--- src/rtl/cfg_stream_sequencer_if.sv ---
// Host-side bundle between the configuration/preload source and cfg_stream_sequencer.
// The sequencer uses the slave view; the upstream source or bench uses the master view.
interface cfg_stream_sequencer_if #(
    parameter int INST_W = 48,
    parameter int TGT_W  = 10,
    parameter int A_W    = 10,
    parameter int HOLD_W = 4
);
    logic                             cfg_wr_valid;
    logic                             cfg_wr_ready;
    logic [TGT_W+INST_W+HOLD_W-1:0]   cfg_wr_data;
    logic                             start;
    logic [A_W:0]                     data_len;
    logic                             data_valid;
    logic                             data_ready;
    logic [31:0]                      data_in;
    logic [TGT_W+INST_W-1:0]          host_controller;
    logic [2+A_W+32-1:0]              ex_bus;
    logic                             run;
    logic                             busy;
    logic                             done;

    modport master (
        output cfg_wr_valid, cfg_wr_data, start, data_len, data_valid, data_in,
        input  cfg_wr_ready, data_ready, host_controller, ex_bus, run, busy, done
    );

    modport slave (
        input  cfg_wr_valid, cfg_wr_data, start, data_len, data_valid, data_in,
        output cfg_wr_ready, data_ready, host_controller, ex_bus, run, busy, done
    );
endinterface

--- src/rtl/cfg_stream_sequencer.sv ---
// Replays a buffered config program onto host_controller, streams SPM preload words
// onto ex_bus, then pulses run and done.
module cfg_stream_sequencer #(
    parameter int INST_W = 48,
    parameter int TGT_W  = 10,
    parameter int A_W    = 10,
    parameter int DEPTH  = 16,
    parameter int HOLD_W = 4
) (
    input  logic                 clk,
    input  logic                 rst,
    cfg_stream_sequencer_if.slave bus
);
    localparam int CFG_W = TGT_W + INST_W + HOLD_W;
    localparam int HC_W  = TGT_W + INST_W;
    localparam int EX_W  = 2 + A_W + 32;
    localparam int PTR_W = $clog2(DEPTH);
    localparam int CNT_W = PTR_W + 1;
    localparam int LEN_W = A_W + 1;

    typedef enum logic [2:0] {IDLE, CFG, GAP, DATA, RUN, DONE} state_t;

    state_t             state, state_next;
    logic [CNT_W-1:0]   count, count_next;
    logic [PTR_W-1:0]   rd_ptr, rd_ptr_next;
    logic [HOLD_W-1:0]  hold_cnt, hold_cnt_next;
    logic [LEN_W-1:0]   len, len_next;
    logic [LEN_W-1:0]   words, words_next;
    logic [A_W-1:0]     addr, addr_next;

    logic [HC_W-1:0]    hc_q, hc_next;
    logic [EX_W-1:0]    ex_q, ex_next;
    logic               run_q, run_next;
    logic               done_q, done_next;
    logic               busy_q, busy_next;
    logic               cfg_ready_q, cfg_ready_next;
    logic               data_ready_q, data_ready_next;

    logic [CFG_W-1:0]   mem [DEPTH];
    logic [CFG_W-1:0]   cur;
    logic [HOLD_W-1:0]  cur_hold;
    logic               wr_fire;
    logic               data_fire;
    logic               entry_last;

    assign wr_fire    = bus.cfg_wr_valid && cfg_ready_q;
    assign data_fire  = bus.data_valid && data_ready_q;
    assign cur        = mem[rd_ptr];
    assign cur_hold   = cur[HOLD_W-1:0];
    // A hold of zero still occupies the bus for one cycle.
    assign entry_last = (cur_hold == '0) || (hold_cnt == cur_hold - HOLD_W'(1));

    assign bus.host_controller = hc_q;
    assign bus.ex_bus          = ex_q;
    assign bus.run             = run_q;
    assign bus.done            = done_q;
    assign bus.busy            = busy_q;
    assign bus.cfg_wr_ready    = cfg_ready_q;
    assign bus.data_ready      = data_ready_q;

    always_ff @(posedge clk) begin
        if (wr_fire && !rst) begin
            mem[count[PTR_W-1:0]] <= bus.cfg_wr_data;
        end
    end

    always_ff @(posedge clk) begin
        if (rst) begin
            state        <= IDLE;
            count        <= '0;
            rd_ptr       <= '0;
            hold_cnt     <= '0;
            len          <= '0;
            words        <= '0;
            addr         <= '0;
            hc_q         <= '0;
            ex_q         <= '0;
            run_q        <= 1'b0;
            done_q       <= 1'b0;
            busy_q       <= 1'b0;
            cfg_ready_q  <= 1'b0;
            data_ready_q <= 1'b0;
        end else begin
            state        <= state_next;
            count        <= count_next;
            rd_ptr       <= rd_ptr_next;
            hold_cnt     <= hold_cnt_next;
            len          <= len_next;
            words        <= words_next;
            addr         <= addr_next;
            hc_q         <= hc_next;
            ex_q         <= ex_next;
            run_q        <= run_next;
            done_q       <= done_next;
            busy_q       <= busy_next;
            cfg_ready_q  <= cfg_ready_next;
            data_ready_q <= data_ready_next;
        end
    end

    // Handshake readies and busy track the next state so they never lag an acceptance.
    always_comb begin
        state_next    = state;
        count_next    = count;
        rd_ptr_next   = rd_ptr;
        hold_cnt_next = hold_cnt;
        len_next      = len;
        words_next    = words;
        addr_next     = addr;
        hc_next       = '0;
        ex_next       = '0;
        run_next      = 1'b0;
        done_next     = 1'b0;

        if (wr_fire) begin
            count_next = count + CNT_W'(1);
        end

        case (state)
            IDLE: begin
                if (bus.start) begin
                    len_next      = bus.data_len;
                    rd_ptr_next   = '0;
                    hold_cnt_next = '0;
                    words_next    = '0;
                    addr_next     = '0;
                    if (count_next != '0) begin
                        state_next = CFG;
                    end else if (bus.data_len != '0) begin
                        state_next = DATA;
                    end else begin
                        state_next = RUN;
                    end
                end
            end
            CFG: begin
                hc_next = cur[CFG_W-1:HOLD_W];
                if (entry_last) begin
                    hold_cnt_next = '0;
                    rd_ptr_next   = rd_ptr + PTR_W'(1);
                    if ({1'b0, rd_ptr} == count - CNT_W'(1)) begin
                        state_next = GAP;
                    end
                end else begin
                    hold_cnt_next = hold_cnt + HOLD_W'(1);
                end
            end
            GAP: begin
                state_next = (len != '0) ? DATA : RUN;
            end
            DATA: begin
                if (data_fire) begin
                    ex_next    = {1'b1, 1'b0, addr, bus.data_in};
                    addr_next  = addr + A_W'(1);
                    words_next = words + LEN_W'(1);
                    if (words + LEN_W'(1) == len) begin
                        state_next = RUN;
                    end
                end
            end
            RUN: begin
                run_next   = 1'b1;
                state_next = DONE;
            end
            DONE: begin
                done_next  = 1'b1;
                count_next = '0;
                state_next = IDLE;
            end
            default: begin
                state_next = IDLE;
            end
        endcase

        cfg_ready_next  = (state_next == IDLE) && (count_next < CNT_W'(DEPTH));
        data_ready_next = (state_next == DATA);
        busy_next       = (state_next != IDLE);
    end
endmodule

--- src/flat_wrapper.sv ---
// flat-port wrapper written by rule: the top's interface ports become plain ports
module cfg_stream_sequencer_flat 
#(
    parameter int INST_W = 48,
    parameter int TGT_W  = 10,
    parameter int A_W    = 10,
    parameter int DEPTH  = 16,
    parameter int HOLD_W = 4
)
  (clk, rst, bus_cfg_wr_valid, bus_cfg_wr_data, bus_start, bus_data_len, bus_data_valid, bus_data_in, bus_cfg_wr_ready, bus_data_ready, bus_host_controller, bus_ex_bus, bus_run, bus_busy, bus_done);
  cfg_stream_sequencer_if #(.INST_W(INST_W), .TGT_W(TGT_W), .A_W(A_W), .HOLD_W(HOLD_W)) bus_i ();
  input  logic clk;
  input  logic rst;
  input wire logic [$bits(bus_i.cfg_wr_valid)-1:0] bus_cfg_wr_valid;
  input wire logic [$bits(bus_i.cfg_wr_data)-1:0] bus_cfg_wr_data;
  input wire logic [$bits(bus_i.start)-1:0] bus_start;
  input wire logic [$bits(bus_i.data_len)-1:0] bus_data_len;
  input wire logic [$bits(bus_i.data_valid)-1:0] bus_data_valid;
  input wire logic [$bits(bus_i.data_in)-1:0] bus_data_in;
  output wire logic [$bits(bus_i.cfg_wr_ready)-1:0] bus_cfg_wr_ready;
  output wire logic [$bits(bus_i.data_ready)-1:0] bus_data_ready;
  output wire logic [$bits(bus_i.host_controller)-1:0] bus_host_controller;
  output wire logic [$bits(bus_i.ex_bus)-1:0] bus_ex_bus;
  output wire logic [$bits(bus_i.run)-1:0] bus_run;
  output wire logic [$bits(bus_i.busy)-1:0] bus_busy;
  output wire logic [$bits(bus_i.done)-1:0] bus_done;
  assign bus_i.cfg_wr_valid = bus_cfg_wr_valid;
  assign bus_i.cfg_wr_data = bus_cfg_wr_data;
  assign bus_i.start = bus_start;
  assign bus_i.data_len = bus_data_len;
  assign bus_i.data_valid = bus_data_valid;
  assign bus_i.data_in = bus_data_in;
  assign bus_cfg_wr_ready = bus_i.cfg_wr_ready;
  assign bus_data_ready = bus_i.data_ready;
  assign bus_host_controller = bus_i.host_controller;
  assign bus_ex_bus = bus_i.ex_bus;
  assign bus_run = bus_i.run;
  assign bus_busy = bus_i.busy;
  assign bus_done = bus_i.done;
  cfg_stream_sequencer #(.INST_W(INST_W), .TGT_W(TGT_W), .A_W(A_W), .DEPTH(DEPTH), .HOLD_W(HOLD_W)) u_core (.clk(clk), .rst(rst), .bus(bus_i));
endmodule
--- config.mk ---
export PLATFORM = sky130hd
export DESIGN_NAME = cfg_stream_sequencer_flat
export DESIGN_NICKNAME = d
export VERILOG_FILES = /design/src/rtl/cfg_stream_sequencer_if.sv /design/src/rtl/cfg_stream_sequencer.sv /design/src/flat_wrapper.sv
export SDC_FILE = /design/constraint.sdc
export NUM_CORES = 1
export LEC_CHECK = 0
export ABC_AREA = 1
export BUFFER_PORTS_ARGS = -buffer_cell sky130_fd_sc_hd__buf_2
export CAP_MARGIN = 30
export CELL_PAD_IN_SITES_DETAIL_PLACEMENT = 2
export CELL_PAD_IN_SITES_GLOBAL_PLACEMENT = 2
export CORE_MARGIN = 2
export CORE_UTILIZATION = 39
export CTS_CLUSTER_DIAMETER = 100
export DETAILED_ROUTE_END_ITERATION = 12
export PLACE_DENSITY_LB_ADDON = 0.12
export SYNTH_ARGS = -nofsm -noshare
export SYNTH_HDL_FRONTEND = slang
export SYNTH_SLANG_ARGS = --single-unit
--- constraint.sdc ---
create_clock -name clk -period 5.7 [get_ports clk]
set_input_delay 0.855 -clock clk [delete_from_list [all_inputs] [get_ports clk]]
set_output_delay 0.855 -clock clk [all_outputs]
set_load 0.005 [all_outputs]
# ---- Yosys cells after proc, flatten, opt, wreduce, memory -nomap -nowiden
# Memory sizes are Yosys's and may differ from the RTL's. A register that Yosys moved wholly into a read port is not among the register bits.
# Index checks and enable logic that the tools add are counted.
dict set report totals {
  register_bits 155
  mem_bits_rw 992
  in_bits 110
  out_inout_bits 107
  elab_cells 90
  n_memories 1
}
dict set report op_classes {
  n_addsub 7
  magnitude_cmp 1
  eq_ne 12
  n_mux 29
  bitwise_logic 3
  reduce_logical 22
}
# memory words word_bits read_ports rd_clocked_by_memory_dff write_ports line_no
set mem_list {}
lappend mem_list {u_core.mem 16 62 1 1 1 cfg_stream_sequencer.sv:39} ;# logic [CFG_W-1:0] mem [DEPTH];
# cell count
set op_table {}
lappend op_table {{$mux 44} 1}
lappend op_table {{$mux 3} 8}
lappend op_table {{$mux 11} 2}
lappend op_table {{$pmux 11 s2} 1}
lappend op_table {{$reduce_bool 11->1} 2}
lappend op_table {{$mux 10} 2}
lappend op_table {{$mux 4} 5}
lappend op_table {{$pmux 10 s2} 1}
lappend op_table {{$pmux 4 s2} 2}
lappend op_table {{$pmux 3 s5} 1}
lappend op_table {{$add 11x1->11 const B} 1}
lappend op_table {{$eq 11x11->1} 1}
lappend op_table {{$add 10x1->10 const B} 1}
lappend op_table {{$mux 5} 2}
lappend op_table {{$eq 3x2->1 const B} 3}
lappend op_table {{$add 4x1->4 const B} 2}
lappend op_table {{$eq 3x3->1 const B} 2}
lappend op_table {{$logic_not 3->1} 2}
lappend op_table {{$reduce_and 3->1} 2}
lappend op_table {{$add 5x1->5 const B} 1}
lappend op_table {{$eq 4x5->1} 1}
lappend op_table {{$lt 5x5->1 const B} 1}
lappend op_table {{$reduce_bool 5->1} 1}
lappend op_table {{$sub 5x1->5 const B} 1}
lappend op_table {{16 further kinds} 28}

# ---- Longest topological paths before layout
# Gate-level depths: netlist of the first run.
dict set report depth {
  word_depth 8
  depth_mapped 23
}

# ---- Worst setup path after synthesis of the first run
# No wires, ideal clock.
dict set report synth_timing {
  path_kind {input-to-reg}
  start {input port rst}
  end {memory u_core.mem[11][0] (netlist bit) (enable)}
  setup_ns 0.558
  arrival_ns 5.480
  required_time_ns 5.142
  slack_ns -0.339
  stages 3
  path_buffers 2
  cell_sequence {clkbuf_1 -> clkbuf_1 -> nor3_1}
}
dict set report synth_via {
  elab_chain_cells 4
}
# element line_no
set synth_rtl {}
lappend synth_rtl {{from (decl)} flat_wrapper.sv:13} ;# input logic rst;
lappend synth_rtl {{$logic_not 1->1} cfg_stream_sequencer.sv:62} ;# if (wr_fire && !rst) begin
lappend synth_rtl {{$logic_and 1x1->1} cfg_stream_sequencer.sv:62}
lappend synth_rtl {{$mux 1} cfg_stream_sequencer.sv:62}
lappend synth_rtl {{$mux 1 (not written as such)} cfg_stream_sequencer.sv:63} ;# mem[count[PTR_W-1:0]] <= bus.cfg_wr_data;
lappend synth_rtl {{to (decl)} cfg_stream_sequencer.sv:39}
# No other way between the ends.

==> impl_metrics.tcl, run 1 <==
set metrics [dict create \
    numClockSinks 1150 \
    max_cap_violations 0 \
    p_sw_share_pct 23.1 \
    p_switching_w 0.00443 \
    rows 122 \
    cp.arrival_ns 4.31 \
    max_freq_mhz 272 \
    first_pass_iters 5 \
    drcViolationCount 0 \
    die_y_um 339 \
    cp_max_fo 93 \
    slew_headroom_pct 31.3 \
    synth-seq-cells 1150 \
    track_usage_pct 24.0 \
    nFillCells 10900 \
    hold_path_class "input pin to register" \
    ios 217 \
    slowest_delay_ns 0.86 \
    synth_top_area_share_pct 68.0 \
    place_ws_ns 2.04 \
    initialDrtViolationCount 2033 \
    die_w_um 339 \
    worst_slack_ns 2.03 \
    fin_cells 5113 \
    antenna_found_initial 13 \
    area_growth_pct 16.5 \
    p_clk_share_pct 44.2 \
    fp.dieArea_um2 115000 \
    synth_cells 3336 \
    clkTransAtPathRegs_ns 0.06 \
    final_cell_mix "edfxtp_1 (992), nor2_1 (573), o21ai_0 (483)" \
    synth_ff_type "edfxtp_1" \
    syn_avg_cell_area_um2 13.1 \
    pwr-share-seq_pct 48.8 \
    coreArea_um2 111000 \
    synth_top_area_cell "edfxtp_1" \
    status "finished, final reports clean" \
    cp_slowest_cell "buf_4" \
    cts-root-buf "clkbuf_16" \
    layout.nets 3640 \
    peakVddDrop_mv 0.256 \
    grt_pass1_vias 32100 \
    cts_tree "done" \
    port_buffers 215 \
    ys_warn_count 0 \
    p_int_w 0.0148 \
    setup_viol 0 \
    end_kind "register" \
    cts_setup_buffers 0 \
    max-clock-path-buffers 3 \
    wl_per_cell_um 27.3 \
    drt.antenna.violating_nets 0 \
    crit_required_ns 6.34 \
    grt_max_degree 190 \
    num_antenna_cells 0 \
    period_share_pct 64.4 \
    min_period_ns 3.67 \
    hpwl_um 73500 \
    cts_resized 0 \
    rsz0062_at_grt "false" \
    grt_pass1_wl_um 208000 \
    ys_seq_area_share_pct 75.2 \
    p_leak_nw 17.2 \
    cts_hold_buf 0 \
    slew_viol_final 0 \
    startpoint_type "register" \
    grt_overflow_total 0 \
    fin_hold_ws_ns 0.360 \
    skew_ns 0.0274 \
    routabilityCongestion 0.748 \
    p_comb_share_pct 7.0 \
    insertion_delay_ns 0.72 \
    dp.cells 4873 \
    worst_pin_slew_ns 1.03 \
    ys_types 45 \
    synth.cell_area_um2 43800 \
    p_per_area_nw_per_um2 376 \
    path_cells "buf_4, buf_4, o21ai_0, o221ai_1, o211ai_1, a21oi_1" \
    final_common_cell "edfxtp_1" \
    vias 28800 \
    layout-drive-gt1-share_pct 14.5 \
    final-hold-violation-count 0 \
    synth_enable_flop_cells 992 \
    cpMostUsedCell "buf_4" \
    start_util_pct 39.4 \
    netlist_top_cells_area "edfxtp_1 (68%), dfxtp_1 (7.2%), o21ai_0 (5.5%)" \
    ctsHtreeMaxLevel 4 \
    critPathKind "register to register" \
    cts_buffers 131 \
    ys_async_sr_fraction_pct 0 \
    viasPerCell 5.63 \
    syn_nets 3456 \
    drt-total-wl_um 139000 \
]
-- per-stage QoR --
stage / TNS, ns / cell area [um2] / power [W] / util (%)
2_1_floorplan: -165.46 / 43800 / 0.0103 / -
3_3_place_gp: 0 / 46500 / 0.0108 / 41.8
3_5_place_dp: 0 / 46700 / 0.0109 / 42.0
4_1_cts: 0 / 51000 / 0.0194 / 45.9
5_1_grt: 0 / 51000 / 0.0199 / 45.9
6_report: 0 / 51000 / 0.0192 / 45.9
-- power by group through the flow --
stage	clock network, W	registers (W)	logic [W]
after global routing	0.00900	0.00939	0.00149
final	0.00849	0.00938	0.00134
after global placement	0	0.00955	0.00126
after detailed placement	0	0.00956	0.00134
after CTS	0.00869	0.00938	0.00136
after floorplan	0	0.00953	0.000751
-- state kept, by name, indices dropped and copies added, names as in the netlist, 3 cells and up, named ones only --
name and flops:
u_core.words 11, u_core.bus.ex_bus 43, u_core.hold_cnt 4, u_core.count 5, u_core.addr 10, u_core.len 11
u_core.mem 992, u_core.bus.host_controller 58, u_core.state 3, u_core.rd_ptr 4
-- worst max-delay path: cells and delay by family, from the launching register on --
kind / cells / cell delay, ns
AOI/OAI and AO/OA: 4 / 0.94
buffers and inverters: 2 / 1.70
DFF: 1 / 0.83
-- layout make-up --
class | count | area [um2] | share of cell area (%)
Inverter | 122 | 483 | 0.946
Timing Repair Buffer | 274 | 1820 | 3.56
Tap cell | 1488 | 1860 | 3.65
Clock buffer | 192 | 3830 | 7.50
Multi-Input combinational cell | 1841 | 9580 | 18.8
Sequential cell | 1150 | 33000 | 64.6
Clock inverter | 46 | 499 | 0.978
-- final timing paths --
kind                                      start                             end  slack (ns)  cells past startpoint
worst max-delay path                   register  u_core.bus.host_controller[25]        2.03                      6
worst min-delay path            bus_data_in[24]           u_core.bus.ex_bus[24]        0.36                      3
worst max register to register         register  u_core.bus.host_controller[25]        2.03                      6
worst min register to register   u_core.addr[9]           u_core.bus.ex_bus[41]        0.45                      2
-- cells by family after synthesis --
logic type	share of synthesized area, %
buf+inv	3.18
other cells	0.00856
fa+ha+maj	0.285
simple gates	8.57
flops	75.2
xor+xnor	0.480
compound gates	12.3
-- layer usage --
layer	GRT usage [%]	routed length, um
met2	42.3	71300
met4	6.68	3290
met5	0	48
met1	30.9	59600
met3	3.39	5190
-- cells in the mapped netlist, types with 11 or more instances --
library cell / count
a21oi_1: 88
inv_1: 109
dfxtp_1: 158
o21ai_0: 483
nand2_1: 151
o22ai_1: 69
buf_2: 32
xor2_1: 20
edfxtp_1: 992
clkbuf_1: 172
nor2_1: 581
buf_1: 11
o221ai_1: 163
nand3_1: 119
nor3_1: 19
o211ai_1: 71
(Power assumes the default switching activity.)
==> run 2: changes to the inputs <==
Clock period 5.7 ns to 3.29 ns, I/O delays scaled along.
==> impl_metrics.tcl, run 2 (same netlist as run 1, synthesis figures left out) <==
set metrics [dict create \
    crit_required_ns 3.97 \
    max-clock-path-buffers 3 \
    drt.antenna.violating_nets 0 \
    initialDrtViolationCount 2141 \
    critPathKind "register to register" \
    clkTransAtPathRegs_ns 0.06 \
    drt-total-wl_um 142000 \
    cts_resized 0 \
    grt_pass1_wl_um 212000 \
    layout.nets 3691 \
    final_cell_area_um2 51500 \
    end_kind "register" \
    p_clk_share_pct 43.2 \
    skew_ns 0.0246 \
    final_common_cell "edfxtp_1" \
    cts_tree "done" \
    viasPerCell 5.66 \
    rows 122 \
    insertion_delay_ns 0.74 \
    cts_buffers 130 \
    die_w_um 339 \
    min_period_ns 3.07 \
    p_leak_nw 17.4 \
    routabilityCongestion 0.751 \
    startpoint_type "register" \
    slew_headroom_pct 31.5 \
    peakVddDrop_mv 0.439 \
    p_comb_share_pct 7.2 \
    vias 29200 \
    track_usage_pct 24.5 \
    dp.cells 4895 \
    ctsHtreeMaxLevel 4 \
    cts-root-buf "clkbuf_16" \
    slew_viol_final 0 \
    tns_ns 0 \
    nFillCells 11000 \
    die_y_um 339 \
    final_cell_mix "edfxtp_1 (992), nor2_1 (573), o21ai_0 (483)" \
    wl_per_cell_um 27.5 \
    grt_max_degree 197 \
    p_switching_w 0.00766 \
    largest_reg_flops 992 \
    numClockSinks 1150 \
    p_per_area_nw_per_um2 637 \
    max_cap_violations 0 \
    layout-drive-gt1-share_pct 14.8 \
    setup_viol 0 \
    fin_cells 5165 \
    hold_path_class "input pin to register" \
    p_sw_share_pct 23.4 \
    fp.dieArea_um2 115000 \
    period_share_pct 93.3 \
    antenna_found_initial 14 \
    first_pass_iters 5 \
    grt_pass1_vias 32700 \
    rsz0062_at_grt "false" \
    port_buffers 215 \
    cp.arrival_ns 3.75 \
    worst_pin_slew_ns 1.03 \
    drcViolationCount 0 \
    grt_overflow_total 0 \
    status "finished, final reports clean" \
    area_growth_pct 17.4 \
    start_util_pct 39.4 \
    cts_setup_buffers 0 \
    coreArea_um2 111000 \
    p_int_w 0.0251 \
    cp_max_fo 74 \
    max_freq_mhz 326 \
    final-hold-violation-count 0 \
    hpwl_um 74700 \
    pwr-share-seq_pct 49.6 \
    ios 217 \
    place_area_um2 47000 \
    r2r_slack_ns 0.22 \
]
## run 2: changes by cell type in the layout (fill, tap and decap cells not counted), sizes merged
cell | previous run | this run
bufinv | 11 | 4
buf | 274 | 294
clkbuf | 192 | 198
clkinv | 36 | 33
diode | 0 | 4
dlygate4sd3 | 0 | 32
## run 2: worst paths after layout
check | cells past startpoint | end | start
max reg2reg | 7 | u_core.bus.host_controller[8] | register
max | 7 | u_core.bus.host_controller[8] | register
min | 3 | u_core.len[0] | bus_data_len[0]
min reg2reg | 2 | u_core.bus.ex_bus[41] | u_core.addr[9]
## run 2: metal layers
metal	GRT usage, %	vias to the layer above	part of all wire, %
met5	0	-	0.052
met4	7.61	10	2.6
met3	4.02	262	4.7
li1	-	12800	-
met2	43.2	747	51
met1	30.8	15400	42
## run 2: repair_timing
action | in CTS | in global routing
endpoints found under the hold margin | 32 | 0
hold buffers | 32 | 0
setup endpoints to repair | 0 | 0
## run 2: metrics by stage
stage / total power [W] / setup slack (ns) / hold WS [ns] / util [%]
floorplan: 0.0178 / -0.712 / 0.420 / -
global placement: 0.0188 / 0.463 / 0.439 / 42.2
detailed placement: 0.0189 / 0.295 / 0.435 / 42.3
CTS: 0.0331 / 0.267 / 0.0119 / 46.3
global route: 0.0339 / 0.0185 / 0.0570 / 46.3
finish: 0.0328 / 0.219 / 0.0619 / 46.3
## run 2: final cells by class
cell class / count / area [um2] / share of cell area, %
clock inverter: 36 / 290 / 0.564
timing repair buffer: 326 / 2370 / 4.60
antenna: 4 / 10.0 / 0.0194
sequential: 1150 / 33000 / 64.1
clock buffer: 198 / 3850 / 7.49
inverter: 122 / 483 / 0.938
tap: 1488 / 1860 / 3.62
multi-input combinational: 1841 / 9630 / 18.7
## run 2: power by group through the flow
| stage | Combinational (W) | Sequential (W) | Clock (W) |
|---|---|---|---|
| global route | 0.00263 | 0.0163 | 0.0150 |
| detailed placement | 0.00235 | 0.0166 | 0 |
| finish | 0.00237 | 0.0162 | 0.0142 |
| global placement | 0.00221 | 0.0165 | 0 |
| floorplan | 0.00131 | 0.0165 | 0 |
| CTS | 0.00241 | 0.0163 | 0.0145 |
## run 2: critical path, stage by stage, from the launching register on
cell and delay, ns:
dfxtp_4 0.55, buf_4 0.61, buf_4 0.73, o21ai_0 0.23, o221ai_1 0.25, o211ai_1 0.13, a21oi_1 0.25, buf_4 0.16
==> run 3: changes to the inputs <==
Settings changed: PLACE_DENSITY_LB_ADDON 0.12 to 0.1, TNS_END_PERCENT set to 30.
==> impl_metrics.tcl, run 3 (same netlist as run 1, synthesis figures left out) <==
set metrics [dict create \
    critPathKind "register to register" \
    rsz0062_at_grt "false" \
    layout-drive-gt1-share_pct 14.9 \
    grt_pass1_wl_um 211000 \
    antenna_found_initial 15 \
    startpoint_type "register" \
    cp_max_fo 147 \
    final_cell_mix "edfxtp_1 (992), nor2_1 (573), o21ai_0 (483)" \
    nFillCells 10900 \
    port_buffers 215 \
    crit_buf_inv 2 \
    wl_per_cell_um 27.6 \
    peakVddDrop_mv 0.473 \
    max_freq_mhz 340 \
    p_leak_nw 17.4 \
    min_period_ns 2.94 \
    period_share_pct 89.4 \
    numClockSinks 1150 \
    total_power_w 0.0331 \
    p_per_area_nw_per_um2 644 \
    seqCellArea_um2 33000 \
    slowest_delay_ns 0.59 \
    cp.arrival_ns 3.57 \
    final-hold-violation-count 0 \
    cts_tree "done" \
    path_delay_family "buffers and inverters" \
    drcViolationCount 0 \
    status "finished, final reports clean" \
    slew_headroom_pct 31.2 \
    grt_overflow_total 0 \
    rows 122 \
    vias 29000 \
    area_growth_pct 17.4 \
    layout.nets 3670 \
    final_common_cell "edfxtp_1" \
    grt_pass1_vias 32200 \
    skew_ns 0.0361 \
    coreArea_um2 111000 \
    clkTransAtPathRegs_ns 0.06 \
    insertion_delay_ns 0.71 \
    die_w_um 339 \
    largest_reg_flops 992 \
    drt.antenna.violating_nets 0 \
    slew_viol_final 0 \
    fp.dieArea_um2 115000 \
    start_util_pct 39.4 \
    ios 217 \
    ctsHtreeMaxLevel 3 \
    die_y_um 339 \
    multiInputGateArea_um2 9630 \
    hold_path_class "input pin to register" \
    cts-root-buf "clkbuf_16" \
    routabilityCongestion 0.761 \
    cts_resized 0 \
    grt_max_degree 179 \
    viasPerCell 5.63 \
    initialDrtViolationCount 2021 \
    cts_buffers 121 \
    track_usage_pct 24.3 \
    cp_slowest_cell "buf_4" \
    setup_viol 0 \
    max-clock-path-buffers 3 \
    worst_pin_slew_ns 1.03 \
    drt-total-wl_um 142000 \
    hpwl_um 71600 \
    crit_required_ns 3.92 \
    path_cells "buf_4, buf_12, o21ai_0, o221ai_1, o211ai_1, a21oi_1" \
    first_pass_iters 5 \
    end_kind "register" \
    max_cap_violations 0 \
    final_util_pct 46.3 \
]
==> run 3: area by class of cell <==
class / instances / area share [%]
antenna: 4 / 0.0195
clock buffer: 170 / 6.70
clock inverter: 58 / 1.52
inverter: 122 / 0.939
multi-input combinational: 1841 / 18.7
sequential: 1150 / 64.1
tap: 1488 / 3.62
timing repair buffer: 314 / 4.41
==> run 3: power breakdown <==
group          total (W)  internal [W]  switching, W
Clock             0.0145       0.00875       0.00577
Sequential        0.0163        0.0161      0.000185
Combinational    0.00236      0.000681       0.00168
==> run 3: through the flow <==
step / worst slack, ns / hold slack, ns / setup TNS [ns] / area, um2 / std cells
2_1_floorplan: -0.712 / 0.420 / -450.28 / 43900 / 3336
5_1_grt: 0.162 / 0.0436 / 0 / 51400 / 5144
3_3_place_gp: 0.589 / 0.443 / 0 / 46800 / 4882
4_1_cts: 0.395 / 0.00317 / 0 / 51400 / 5143
6_report: 0.348 / 0.0403 / 0 / 51400 / 5147
3_5_place_dp: 0.405 / 0.453 / 0 / 46900 / 4886
==> run 3: worst reg2reg max path, delay by kind of cell (launching register included) <==
family | cells | cell delay (ns)
flops | 1 | 0.54
buf+inv | 2 | 1.09
compound gates | 4 | 1.24
==> run 3: repair_timing <==
| action | 4_1_cts | 5_1_grt |
|---|---|---|
| endpoints found under the hold margin | 29 | 0 |
| hold buffers | 29 | 0 |
| setup buffers | 0 | 0 |
==> run 3: path summary, 6_finish.rpt <==
| kind | from | slack (ns) | cells past startpoint | endpoint |
|---|---|---|---|---|
| worst min register to register | u_core.addr[9] | 0.46 | 2 | u_core.bus.ex_bus[41] |
| worst max register to register | register | 0.35 | 6 | u_core.bus.host_controller[33] |
| worst max-delay path | register | 0.35 | 6 | u_core.bus.host_controller[33] |
| worst min-delay path | bus_data_in[31] | 0.04 | 3 | u_core.bus.ex_bus[31] |
==> run 3: routing by layer <==
metal	global-route usage (%)	share of wire, %
met1	30.8	42
met2	43.8	52
met3	3.35	3.7
met4	6.25	2.1
met5	0	0.063
